--- src/rtl/uart_transceiver.sv ---
// rtl/uart_transceiver.sv - full-duplex 8N1 UART with ready/valid byte interfaces
// Optional feature macro: UART_FRAMING_CHECK_EN (drop frames whose stop bit samples low)
module uart_transceiver #(
  parameter int CLOCK_FREQ = 125_000_000,
  parameter int BAUD_RATE  = 115_200
) (
  input  logic       clk,
  input  logic       reset,
  input  logic [7:0] data_in,
  input  logic       data_in_valid,
  output logic       data_in_ready,
  output logic [7:0] data_out,
  output logic       data_out_valid,
  input  logic       data_out_ready,
  input  logic       serial_in,
  output logic       serial_out
);

  localparam int SYMBOL_EDGE_TIME = CLOCK_FREQ / BAUD_RATE;
  localparam int SAMPLE_TIME      = SYMBOL_EDGE_TIME / 2;
  // $clog2(N) bits always hold N-1, the largest count value used
  localparam int CW = $clog2(SYMBOL_EDGE_TIME);
  localparam logic [CW-1:0] SYM_LAST    = CW'(SYMBOL_EDGE_TIME - 1);
  localparam logic [CW-1:0] SAMPLE_LAST = CW'(SAMPLE_TIME - 1);

  localparam logic [0:0] TX_IDLE = 1'b0;
  localparam logic [0:0] TX_SEND = 1'b1;

  localparam logic [1:0] RX_IDLE  = 2'd0;
  localparam logic [1:0] RX_START = 2'd1;
  localparam logic [1:0] RX_DATA  = 2'd2;
  localparam logic [1:0] RX_STOP  = 2'd3;

  // ---------------- transmit path ----------------
  logic [0:0]    tx_state_q, tx_state_d;
  logic [9:0]    tx_shift_q, tx_shift_d;
  logic [CW-1:0] tx_cnt_q, tx_cnt_d;
  logic [3:0]    tx_bit_q, tx_bit_d;

  assign data_in_ready = (tx_state_q == TX_IDLE);
  // Line is forced high whenever no frame is in flight, so reset idles it immediately
  assign serial_out    = (tx_state_q == TX_SEND) ? tx_shift_q[0] : 1'b1;

  // TX next state: load {stop, data, start} on accept, shift one bit per symbol time
  always_comb begin
    tx_state_d = tx_state_q;
    tx_shift_d = tx_shift_q;
    tx_cnt_d   = tx_cnt_q;
    tx_bit_d   = tx_bit_q;
    case (tx_state_q)
      TX_IDLE: begin
        if (data_in_valid) begin
          tx_shift_d = {1'b1, data_in, 1'b0};
          tx_cnt_d   = '0;
          tx_bit_d   = '0;
          tx_state_d = TX_SEND;
        end
      end
      TX_SEND: begin
        if (tx_cnt_q == SYM_LAST) begin
          tx_cnt_d = '0;
          if (tx_bit_q == 4'd9) begin
            tx_state_d = TX_IDLE;
          end else begin
            tx_shift_d = {1'b1, tx_shift_q[9:1]};
            tx_bit_d   = tx_bit_q + 4'd1;
          end
        end else begin
          tx_cnt_d = tx_cnt_q + 1'b1;
        end
      end
      default: tx_state_d = TX_IDLE;
    endcase
  end

  // TX state registers
  always_ff @(posedge clk or negedge reset) begin
    if (!reset) begin
      tx_state_q <= TX_IDLE;
      tx_shift_q <= '1;
      tx_cnt_q   <= '0;
      tx_bit_q   <= '0;
    end else begin
      tx_state_q <= tx_state_d;
      tx_shift_q <= tx_shift_d;
      tx_cnt_q   <= tx_cnt_d;
      tx_bit_q   <= tx_bit_d;
    end
  end

  // ---------------- receive path ----------------
  logic [1:0]    sync_q;
  logic          rx_line;
  logic [1:0]    rx_state_q, rx_state_d;
  logic [CW-1:0] rx_cnt_q, rx_cnt_d;
  logic [2:0]    rx_bit_q, rx_bit_d;
  logic [7:0]    rx_shift_q, rx_shift_d;
  logic [7:0]    data_out_q, data_out_d;
  logic          valid_q, valid_d;
  logic          frame_done;

  assign rx_line        = sync_q[1];
  assign data_out       = data_out_q;
  assign data_out_valid = valid_q;

  // Two-flop synchroniser, preset high so reset never looks like a start bit
  always_ff @(posedge clk or negedge reset) begin
    if (!reset) begin
      sync_q <= 2'b11;
    end else begin
      sync_q <= {sync_q[0], serial_in};
    end
  end

  // RX next state: qualify start at half a bit, then sample each bit centre
  always_comb begin
    rx_state_d = rx_state_q;
    rx_cnt_d   = rx_cnt_q;
    rx_bit_d   = rx_bit_q;
    rx_shift_d = rx_shift_q;
    frame_done = 1'b0;
    case (rx_state_q)
      RX_IDLE: begin
        if (!rx_line) begin
          rx_state_d = RX_START;
          rx_cnt_d   = '0;
        end
      end
      RX_START: begin
        if (rx_cnt_q == SAMPLE_LAST) begin
          rx_cnt_d   = '0;
          rx_bit_d   = '0;
          // A line already back high at mid-start was only a glitch
          rx_state_d = rx_line ? RX_IDLE : RX_DATA;
        end else begin
          rx_cnt_d = rx_cnt_q + 1'b1;
        end
      end
      RX_DATA: begin
        if (rx_cnt_q == SYM_LAST) begin
          rx_cnt_d   = '0;
          rx_shift_d = {rx_line, rx_shift_q[7:1]};
          if (rx_bit_q == 3'd7) begin
            rx_state_d = RX_STOP;
          end else begin
            rx_bit_d = rx_bit_q + 3'd1;
          end
        end else begin
          rx_cnt_d = rx_cnt_q + 1'b1;
        end
      end
      RX_STOP: begin
        if (rx_cnt_q == SYM_LAST) begin
          rx_cnt_d   = '0;
          rx_state_d = RX_IDLE;
`ifdef UART_FRAMING_CHECK_EN
          frame_done = rx_line;
`else
          frame_done = 1'b1;
`endif
        end else begin
          rx_cnt_d = rx_cnt_q + 1'b1;
        end
      end
      default: rx_state_d = RX_IDLE;
    endcase
    // A completing frame wins over a simultaneous consume and overwrites unread data
    data_out_d = frame_done ? rx_shift_q : data_out_q;
    valid_d    = frame_done | (valid_q & ~data_out_ready);
  end

  // RX state and output registers
  always_ff @(posedge clk or negedge reset) begin
    if (!reset) begin
      rx_state_q <= RX_IDLE;
      rx_cnt_q   <= '0;
      rx_bit_q   <= '0;
      rx_shift_q <= '0;
      data_out_q <= 8'h00;
      valid_q    <= 1'b0;
    end else begin
      rx_state_q <= rx_state_d;
      rx_cnt_q   <= rx_cnt_d;
      rx_bit_q   <= rx_bit_d;
      rx_shift_q <= rx_shift_d;
      data_out_q <= data_out_d;
      valid_q    <= valid_d;
    end
  end

endmodule

--- config.mk ---
export PLATFORM = sky130hd
export DESIGN_NAME = uart_transceiver
export DESIGN_NICKNAME = d
export VERILOG_FILES = /design/src/rtl/uart_transceiver.sv
export SDC_FILE = /design/constraint.sdc
export NUM_CORES = 1
export LEC_CHECK = 0
export ABC_AREA = 1
export CORE_MARGIN = 3
export CORE_UTILIZATION = 35
export DETAILED_ROUTE_END_ITERATION = 8
export PLACE_DENSITY = 0.55
export SYNTH_ARGS = -nofsm -noshare
export SYNTH_HDL_FRONTEND = slang
export SYNTH_SLANG_ARGS = --single-unit
--- constraint.sdc ---
create_clock -name clk -period 1.8 [get_ports clk]
set_clock_uncertainty 0.2 [all_clocks]
set_input_delay 0.18 -clock clk [delete_from_list [all_inputs] [get_ports clk]]
set_output_delay 0.18 -clock clk [all_outputs]
set_load 0.05 [all_outputs]
==> impl_metrics.toml <==
[synth]
synth_most_common_cell = "nand2_1"
yosysTopAreaCell = "dfrtp_1"
synth_commonest_cells = "nand2_1, dfrtp_1, inv_1"
yosys.cell_types.count = 32
synth_area_leaders = "dfrtp_1, dfstp_2, nand2_1, o21ai_2, inv_1"
synth.avg_cell_area_sq_um = 9.21
synth_cells = 350
async_reset_ff_share_pct = 100
syn_area_sq_um = 3220
synth_top_cell_area_share_pct = 38.0
yosys_warnings = 0
ys.flop_type = "dfrtp_1"
ys_ff_latch = 60
synth_edf_count = 0
ys_seq_area_share_pct = 47.0
synth.net_count = 372

[clock_tree]
clock_sinks = 60
clk_pin_slew_ns = 0.07
cts_tree = "yes"
root_buffer = "clkbuf_8"
htreeDepth = 3
clock_path_buffers = 2
clk-insertion-delay-late_ns = 0.34
cts-buffers-inserted = 9

[sta]
fin_crit_sh_pct = 99.2
tightest_slew_ns = 0.497
rsz0062_at_grt = "yes"
hold_viol_final = 0
drv_slew = 0
fmax_mhz = 560
layout_min_cycle_time_ns = 1.79
setup_viol = 0
slew_headroom_pct = 66.8
setup_tns_ns = 0

[final_layout]
drive_gt1_share_pct = 37.3
fin_nets = 414
utilization_pct = 45.3
antenna_cells = 0
syn_to_final_growth_pct = 24.2
design_area_sq_um = 4010

[power]
clkPwrFrac_pct = 51.7
finalPower_mw = 2.92
p_leak_nw = 1.79
power_frac_seq_pct = 46.3
p_int_mw = 2.31
p_sw_share_pct = 21.0
peakVddDrop_uv = 352
switchingPower_uw = 615
power_density_nw_per_um2 = 730
p_comb_share_pct = 2.0

[critical_path]
cp.required_ns = 1.83
path_max_fanout = 8
cp.arrival_ns = 1.82
start_kind = "register"
crit_path_end_kind = "register"
criticalPathCategory = "register to register"

[worst_hold_path]
hp-class = "primary input to register"

[global_route]
grt_usage_pct = 12.7
antenna_found_initial = 0
grt_pass1_vias = 2325
overflow = 0
grt_max_degree = 47
grt_pass1_wl_mm = 10.6

[floorplan]
ios = 24
core_sq_um = 8850
die_h_um = 102
die-area_sq_um = 10400
die_w_um = 102
initial_core_util_pct = 36.4
row_count = 34

[detailed_routing]
drtIter0Drc = 76
ant_nets = 0
dr.pass1.iters = 4
via_per_inst = 4.78
wl_per_cell_um = 12.4
drcViolationCount = 0
wirelength_mm = 6.27
vias = 2412

[job]
max_cap_viol_count = 0

[placed_design]
place_area_sq_um = 3570
place.gp.congestion = 0.856
dp_hpwl_mm = 4.25
port_buffers = 23

[run_status]
outcome = "finished clean"
==> metal layers <==
metal | track usage (%) | routed length (um) | vias up | part of all wire, %
li1 | - | - | 1221 | -
met5 | 0 | 0 | - | 0
met2 | 21.2 | 2970 | 31 | 47
met4 | 4.24 | 110 | 0 | 1.8
met3 | 3.62 | 181 | 11 | 2.9
met1 | 15.9 | 3000 | 1149 | 48
==> final cells by class <==
class,instances,area (sq um)
clock buffers,9,124
clock inverters,7,124
fillers,832,4840
inverters,45,169
multi-input cells,238,1600
flip-flops and latches,60,1520
well taps,108,135
repair buffers,38,338
==> kinds of logic after synthesis <==
| logic type | Yosys count | share of synthesized area, % |
|---|---|---|
| and+or+nand+nor | 148 | 23.4 |
| DFF | 60 | 47.0 |
| AOI/OAI and AO/OA | 59 | 12.8 |
| buffers and inverters | 54 | 7.64 |
| xor gates and xnor gates | 13 | 3.53 |
| adders and majority gates | 9 | 3.49 |
| muxes | 7 | 2.17 |
==> worst paths after layout <==
kind,startpoint,to,slack (ns),depth (start not counted)
setup / recovery,rx_cnt_q[1],rx_shift_q[6],0.01,10
hold / removal,serial_in,sync_q[0],0.06,1
setup reg to reg,rx_cnt_q[1],rx_shift_q[6],0.01,10
hold reg to reg,sync_q[0],sync_q[1],0.17,0
max in group asynchronous,reset,sync_q[1],0.69,3
min in group asynchronous,reset,data_out[3],0.08,2
==> power groups by stage <==
stage	clock, mW	combinational, mW	sequential [mW]
final	1.51	0.0589	1.35
after global routing	1.62	0.0662	1.35
after CTS	1.55	0.0617	1.35
after detailed placement	0	0.0602	1.38
after global placement	0	0.0606	1.38
after floorplan	0	0.00135	1.38
==> cell usage in the layout (no fill, tap or decap), drive strengths merged <==
cell           count
buf               26
clkinv             2
o21ai             50
dfstp             11
mux2i              7
ha                 9
nand3             26
a21oi              2
xnor2              2
dfrtp             49
nor3               6
xor2              11
o22ai              7
dlygate4sd3        1
bufinv             3
clkdlybuf4s50     11
nor2              18
or2                4
nand2             92
nand4              3
clkbuf             9
clkinvlp           1
inv               46
nand3b             1
==> flip-flops by register name (all words and copies together), names as in the netlist, named ones only <==
name            flops
tx_shift_q          9
tx_bit_q            4
rx_cnt_q           11
tx_state_q          1
rx_shift_q          8
rx_state_q          1
data_out_valid      1
rx_bit_q            3
data_out            8
tx_cnt_q           11
sync_q              2
==> critical path, cell delays in order (launching register included) <==
cell and delay [ns]:
dfrtp_1 0.40, inv_2 0.11, ha_4 0.15, nand2_4 0.05, nor2_4 0.10, nand3_2 0.09, nor2_4 0.14, buf_12 0.16
nand2_8 0.11, nand2_4 0.12, o21ai_2 0.05
==> what timing repair did <==
action / in CTS / in global routing
gates cloned: 0 / 2
pin swaps: 0 / 8
setup buffers: 1 / 2
endpoints found under the setup margin: 3 / 35
gates resized for setup: 1 / 28
hold endpoints to repair: 49 / 0
hold buffers: 1 / 0
==> through the flow <==
stage	setup WS [ns]	hold WS, ns	cells
2_1_floorplan	0.0721	-0.316	350
3_3_place_gp	0.0449	-0.0842	483
3_5_place_dp	0.00471	-0.0812	483
4_1_cts	-0.000732	0.0463	501
5_1_grt	-0.0646	0.0376	505
6_report	0.0140	0.0603	505
Note: power is estimated with default switching activity, not from simulation.
